[config.mk]
export PLATFORM = sky130hd
export DESIGN_NAME = stream_skid_buffer
export DESIGN_NICKNAME = d
export VERILOG_FILES = /design/src/rtl/stream_skid_buffer.sv
export SDC_FILE = /design/constraint.sdc
export NUM_CORES = 1
export LEC_CHECK = 0
export ABC_AREA = 1
export CAP_MARGIN = 5
export CORE_MARGIN = 3
export CORE_UTILIZATION = 36
export CTS_BUF_LIST = sky130_fd_sc_hd__clkbuf_8
export DETAILED_ROUTE_END_ITERATION = 16
export PLACE_DENSITY = 0.57
export SYNTH_ARGS = -nofsm -noshare
export SYNTH_HDL_FRONTEND = slang
export SYNTH_SLANG_ARGS = --single-unit
[constraint.sdc]
create_clock -name clk -period 4.3 [get_ports clk]
set_input_delay 0.86 -clock clk [delete_from_list [all_inputs] [get_ports clk]]
set_output_delay 0.86 -clock clk [all_outputs]
set_load 0.05 [all_outputs]
[src/rtl/stream_skid_buffer.sv]
// Two-entry valid/ready slice that registers the backward (ready) path of a stream.
// Output register plus one skid register; in_ready comes straight from a flop.
module stream_skid_buffer #(
  parameter int unsigned DATA_WIDTH  = 32,
  parameter int unsigned COUNT_WIDTH = 16
) (
  input  logic                   clk,
  input  logic                   rst_n,
  input  logic                   in_valid,
  output logic                   in_ready,
  input  logic [DATA_WIDTH-1:0]  in_data,
  output logic                   out_valid,
  input  logic                   out_ready,
  output logic [DATA_WIDTH-1:0]  out_data,
  output logic [1:0]             occupancy,
  input  logic                   stat_clear,
  output logic [COUNT_WIDTH-1:0] xfer_count,
  output logic [COUNT_WIDTH-1:0] stall_count
);

  typedef enum logic [1:0] {
    ST_EMPTY = 2'd0,
    ST_BUSY  = 2'd1,
    ST_FULL  = 2'd2
  } state_e;

  localparam logic [COUNT_WIDTH-1:0] CNT_MAX = '1;

  state_e                 state_q, state_d;
  logic [DATA_WIDTH-1:0]  out_data_q, out_data_d;
  logic [DATA_WIDTH-1:0]  skid_q, skid_d;
  logic                   out_valid_q, out_valid_d;
  logic                   in_ready_q, in_ready_d;
  logic [COUNT_WIDTH-1:0] xfer_q, xfer_d;
  logic [COUNT_WIDTH-1:0] stall_q, stall_d;
  logic                   in_fire;
  logic                   out_fire;
  logic                   out_stall;

  assign in_fire   = in_valid && in_ready_q;
  assign out_fire  = out_valid_q && out_ready;
  assign out_stall = out_valid_q && !out_ready;

  // Next-state, datapath loads and registered handshake outputs
  always_comb begin
    state_d    = state_q;
    out_data_d = out_data_q;
    skid_d     = skid_q;
    case (state_q)
      ST_EMPTY: begin
        if (in_fire) begin
          out_data_d = in_data;
          state_d    = ST_BUSY;
        end
      end
      ST_BUSY: begin
        if (in_fire && out_fire) begin
          out_data_d = in_data;
        end else if (in_fire) begin
          skid_d  = in_data;
          state_d = ST_FULL;
        end else if (out_fire) begin
          state_d = ST_EMPTY;
        end
      end
      ST_FULL: begin
        if (out_fire) begin
          out_data_d = skid_q;
          state_d    = ST_BUSY;
        end
      end
      default: state_d = ST_EMPTY;
    endcase
    out_valid_d = (state_d != ST_EMPTY);
    in_ready_d  = (state_d != ST_FULL);
  end

  // Saturating link statistics; clear beats any increment
  always_comb begin
    xfer_d  = xfer_q;
    stall_d = stall_q;
    if (stat_clear) begin
      xfer_d  = '0;
      stall_d = '0;
    end else begin
      if (out_fire && (xfer_q != CNT_MAX)) begin
        xfer_d = xfer_q + COUNT_WIDTH'(1);
      end
      if (out_stall && (stall_q != CNT_MAX)) begin
        stall_d = stall_q + COUNT_WIDTH'(1);
      end
    end
  end

  always_ff @(posedge clk or negedge rst_n) begin
    if (!rst_n) begin
      state_q     <= ST_EMPTY;
      out_data_q  <= '0;
      skid_q      <= '0;
      out_valid_q <= 1'b0;
      in_ready_q  <= 1'b1;
      xfer_q      <= '0;
      stall_q     <= '0;
    end else begin
      state_q     <= state_d;
      out_data_q  <= out_data_d;
      skid_q      <= skid_d;
      out_valid_q <= out_valid_d;
      in_ready_q  <= in_ready_d;
      xfer_q      <= xfer_d;
      stall_q     <= stall_d;
    end
  end

  assign in_ready    = in_ready_q;
  assign out_valid   = out_valid_q;
  assign out_data    = out_data_q;
  assign occupancy   = state_q;
  assign xfer_count  = xfer_q;
  assign stall_count = stall_q;

endmodule

==> impl_metrics.py <==
metrics = {
    "status": {
        "outcome": "finished clean",
    },
    "power": {
        "irDropWorstVdd_mv": 0.415,
        "p_sw_mw": 1.67,
        "leakage_nw": 2.76,
        "clkPwrFrac": 0.151,
        "power.share.combinational": 0.460,
        "intPower_mw": 2.13,
        "p_sw_frac": 0.440,
        "power_density_nw_per_um2": 614,
        "seq_power_share": 0.389,
    },
    "clock_tree": {
        "ctsResizeCount": 0,
        "hold_buffers": 0,
        "cts-root-buf": "clkbuf_8",
        "cts_tree": "built",
        "clock_sinks": 100,
        "clock_path_buffers": 2,
        "clkLatencyLatePin_ns": 0.38,
        "post_cts_buffers": 0,
        "htreeDepth": 3,
        "clk_pin_slew_worst_paths_ns": 0.10,
        "cts_made_buffers": 9,
    },
    "flow_run": {
        "maxCapViolCount": 0,
    },
    "routing": {
        "drt-wirelength-per-cell_um": 14.1,
        "drt_pass1_iterations": 4,
        "via_count": 4148,
        "ant_nets": 0,
        "drc": 0,
        "drt_iter0_drc": 279,
        "drt-vias-per-instance": 4.95,
        "wirelength_mm": 11.9,
    },
    "synthesis": {
        "synth_fa_ha_area_frac": 0.00517,
        "synth_xor_area_frac": 0.00904,
        "netlist-cell-type-count": 27,
        "syn_inst": 565,
        "synth-simple-area-share": 0.291,
        "synth_top_family_by_area": "simple AND/OR/NAND/NOR gates",
        "seq_area_frac_synth": 0.517,
        "syn_nets": 604,
        "synth_mux_area_frac": 0.0744,
        "synth_warnings": 0,
        "ys_ff_latch": 100,
        "synth_compound_area_frac": 0.0558,
        "netlist_area_um2": 4840,
        "syn_area_per_cell_um2": 8.57,
    },
    "sta": {
        "period_needed_ns": 2.58,
        "fin_skew_ns": 0.0115,
        "fin_crit_sh": 0.600,
        "finalSetupViolCount": 0,
        "setup_ws_ns": 1.72,
        "relSlewSlack": 0.245,
        "worst_pin_slew_ns": 1.13,
        "hold_viol": 0,
        "grt_setup_unrepaired": "no",
        "slew_violations": 0,
        "clock.fmax_mhz": 387,
        "hold_ws_ns": 0.312,
        "fin_tns_setup_ns": 0,
    },
    "worst_setup_path": {
        "cpLargestDelayFamily": "buffers and inverters",
        "critPathArrivalTime_ns": 1.72,
        "end_kind": "primary output",
        "path_buf_inv": 1,
        "max_stage_delay_ns": 0.80,
        "critPathSlowestCell": "clkdlybuf4s50_1",
        "cp_max_fo": 3,
        "timing.critical_path.required_ns": 3.44,
        "crit_chain": "clkdlybuf4s50_1",
        "start_kind": "register",
        "criticalPathCategory": "reg2out",
    },
    "finish": {
        "final_common_cell": "nand2_1",
        "area_growth_pct": 27.9,
        "fillers": 1263,
        "stdcell_area_um2": 6190,
        "nets": 700,
        "n_antenna_cell": 0,
        "drive_gt1_frac": 0.110,
        "final_cell_mix": "186 x nand2_1, 103 x clkdlybuf4s50_1, 99 x dfrtp_1",
        "final_cells": 838,
    },
    "place": {
        "portBuffers": 104,
        "pre_cts_ws_ns": 1.29,
        "place_area_um2": 6010,
        "dp_cells": 822,
        "hpwl_mm": 8.02,
        "gp_congestion": 0.804,
    },
    "grt": {
        "grt_max_degree": 65,
        "track_usage": 0.166,
        "grt_pass1_wl_mm": 19.5,
        "grt_pass1_vias": 3961,
        "antenna_found_initial": 0,
        "grt-ovfl-total": 0,
    },
    "floorplan": {
        "row_count": 41,
        "dieArea_um2": 14900,
        "die_y_um": 122,
        "core_area_um2": 12900,
        "die_x_um": 122,
        "start_util": 0.376,
        "ios": 105,
    },
    "hold_path": {
        "min_path_type": "in2async",
    },
}
-- cell type report --
type                       count  area, um2  share of cell area
multi-input combinational    411       2110               0.341
tap                          172        215              0.0348
timing repair buffer         107       1060               0.171
clock inverter                 6       41.3             0.00667
inverter                      32        120              0.0194
clock buffer                  10        138              0.0222
sequential                   100       2500               0.404
-- worst paths after layout --
| path | startpoint | endpoint | slack [ns] | cells after the start |
|---|---|---|---|---|
| worst min register to register | skid_q[30] | skid_q[30] | 0.51 | 1 |
| max in group asynchronous | rst_n | out_data[27] | 3.08 | 2 |
| min in group clk | skid_q[30] | skid_q[30] | 0.51 | 1 |
| worst max-delay path | in_ready | in_ready | 1.72 | 1 |
| worst max register to register | occupancy[0] | out_data[29] | 1.98 | 5 |
| worst min-delay path | rst_n | skid_q[7] | 0.31 | 1 |
-- sequential cells by signal (all words and copies together) (netlist names) --
register / count
out_data: 32
skid_q: 32
stall_count: 16
xfer_count: 16
occupancy: 2
in_ready: 1
out_valid: 1
-- synth_stat cells --
| library cell | instances | area share |
|---|---|---|
| buf_6 | 2 | 0.0047 |
| buf_2 | 11 | 0.011 |
| dfstp_2 | 1 | 0.0054 |
| nand3_1 | 21 | 0.022 |
| xor2_1 | 5 | 0.0090 |
| o21ai_1 | 1 | 0.0010 |
| or2_2 | 7 | 0.0090 |
| mux2_2 | 32 | 0.074 |
| a21oi_1 | 1 | 0.0010 |
| nand2_2 | 2 | 0.0026 |
| buf_1 | 1 | 0.00077 |
| a31oi_1 | 32 | 0.041 |
| a21boi_0 | 1 | 0.0016 |
| o21ai_0 | 3 | 0.0031 |
| nor2_4 | 4 | 0.0093 |
| clkbuf_1 | 8 | 0.0062 |
| nand2_1 | 186 | 0.14 |
| ha_1 | 2 | 0.0052 |
| nand3b_1 | 1 | 0.0016 |
| inv_2 | 2 | 0.0016 |
| dfrtp_1 | 99 | 0.51 |
| nor2_1 | 72 | 0.056 |
| inv_1 | 30 | 0.023 |
| nor2_2 | 6 | 0.0078 |
| nand4_1 | 30 | 0.039 |
| o21a_1 | 1 | 0.0016 |
| o21bai_1 | 4 | 0.0062 |
-- logic make-up after synthesis --
family | Yosys count
mux | 32
fa+ha+maj | 2
buf+inv | 54
compound gates | 43
simple gates | 329
xor+xnor | 5
flops | 100
-- power by group through the flow --
stage                     logic (mW)  clock network (mW)  registers, mW
after floorplan                0.634                   0           2.05
after global placement          1.74                   0           1.49
after detailed placement        1.77                   0           1.50
after CTS                       1.77               0.592           1.48
after global routing            1.88               0.627           1.53
final                           1.75               0.573           1.48
-- layer usage --
| layer | GRT usage | vias to the layer above | share of wire |
|---|---|---|---|
| li1 | - | 2044 | - |
| met1 | 0.229 | 1973 | 0.48 |
| met2 | 0.247 | 112 | 0.43 |
| met3 | 0.0399 | 19 | 0.063 |
| met4 | 0.0791 | 0 | 0.028 |
| met5 | 0 | - | 0 |
-- stage by stage --
| stage | util | power (mW) |
|---|---|---|
| floorplan | - | 2.68 |
| global placement | 0.467 | 3.22 |
| detailed placement | 0.467 | 3.27 |
| CTS | 0.481 | 3.85 |
| global route | 0.481 | 4.03 |
| finish | 0.481 | 3.80 |
No activity file was read; power rests on OpenSTA's default activity.
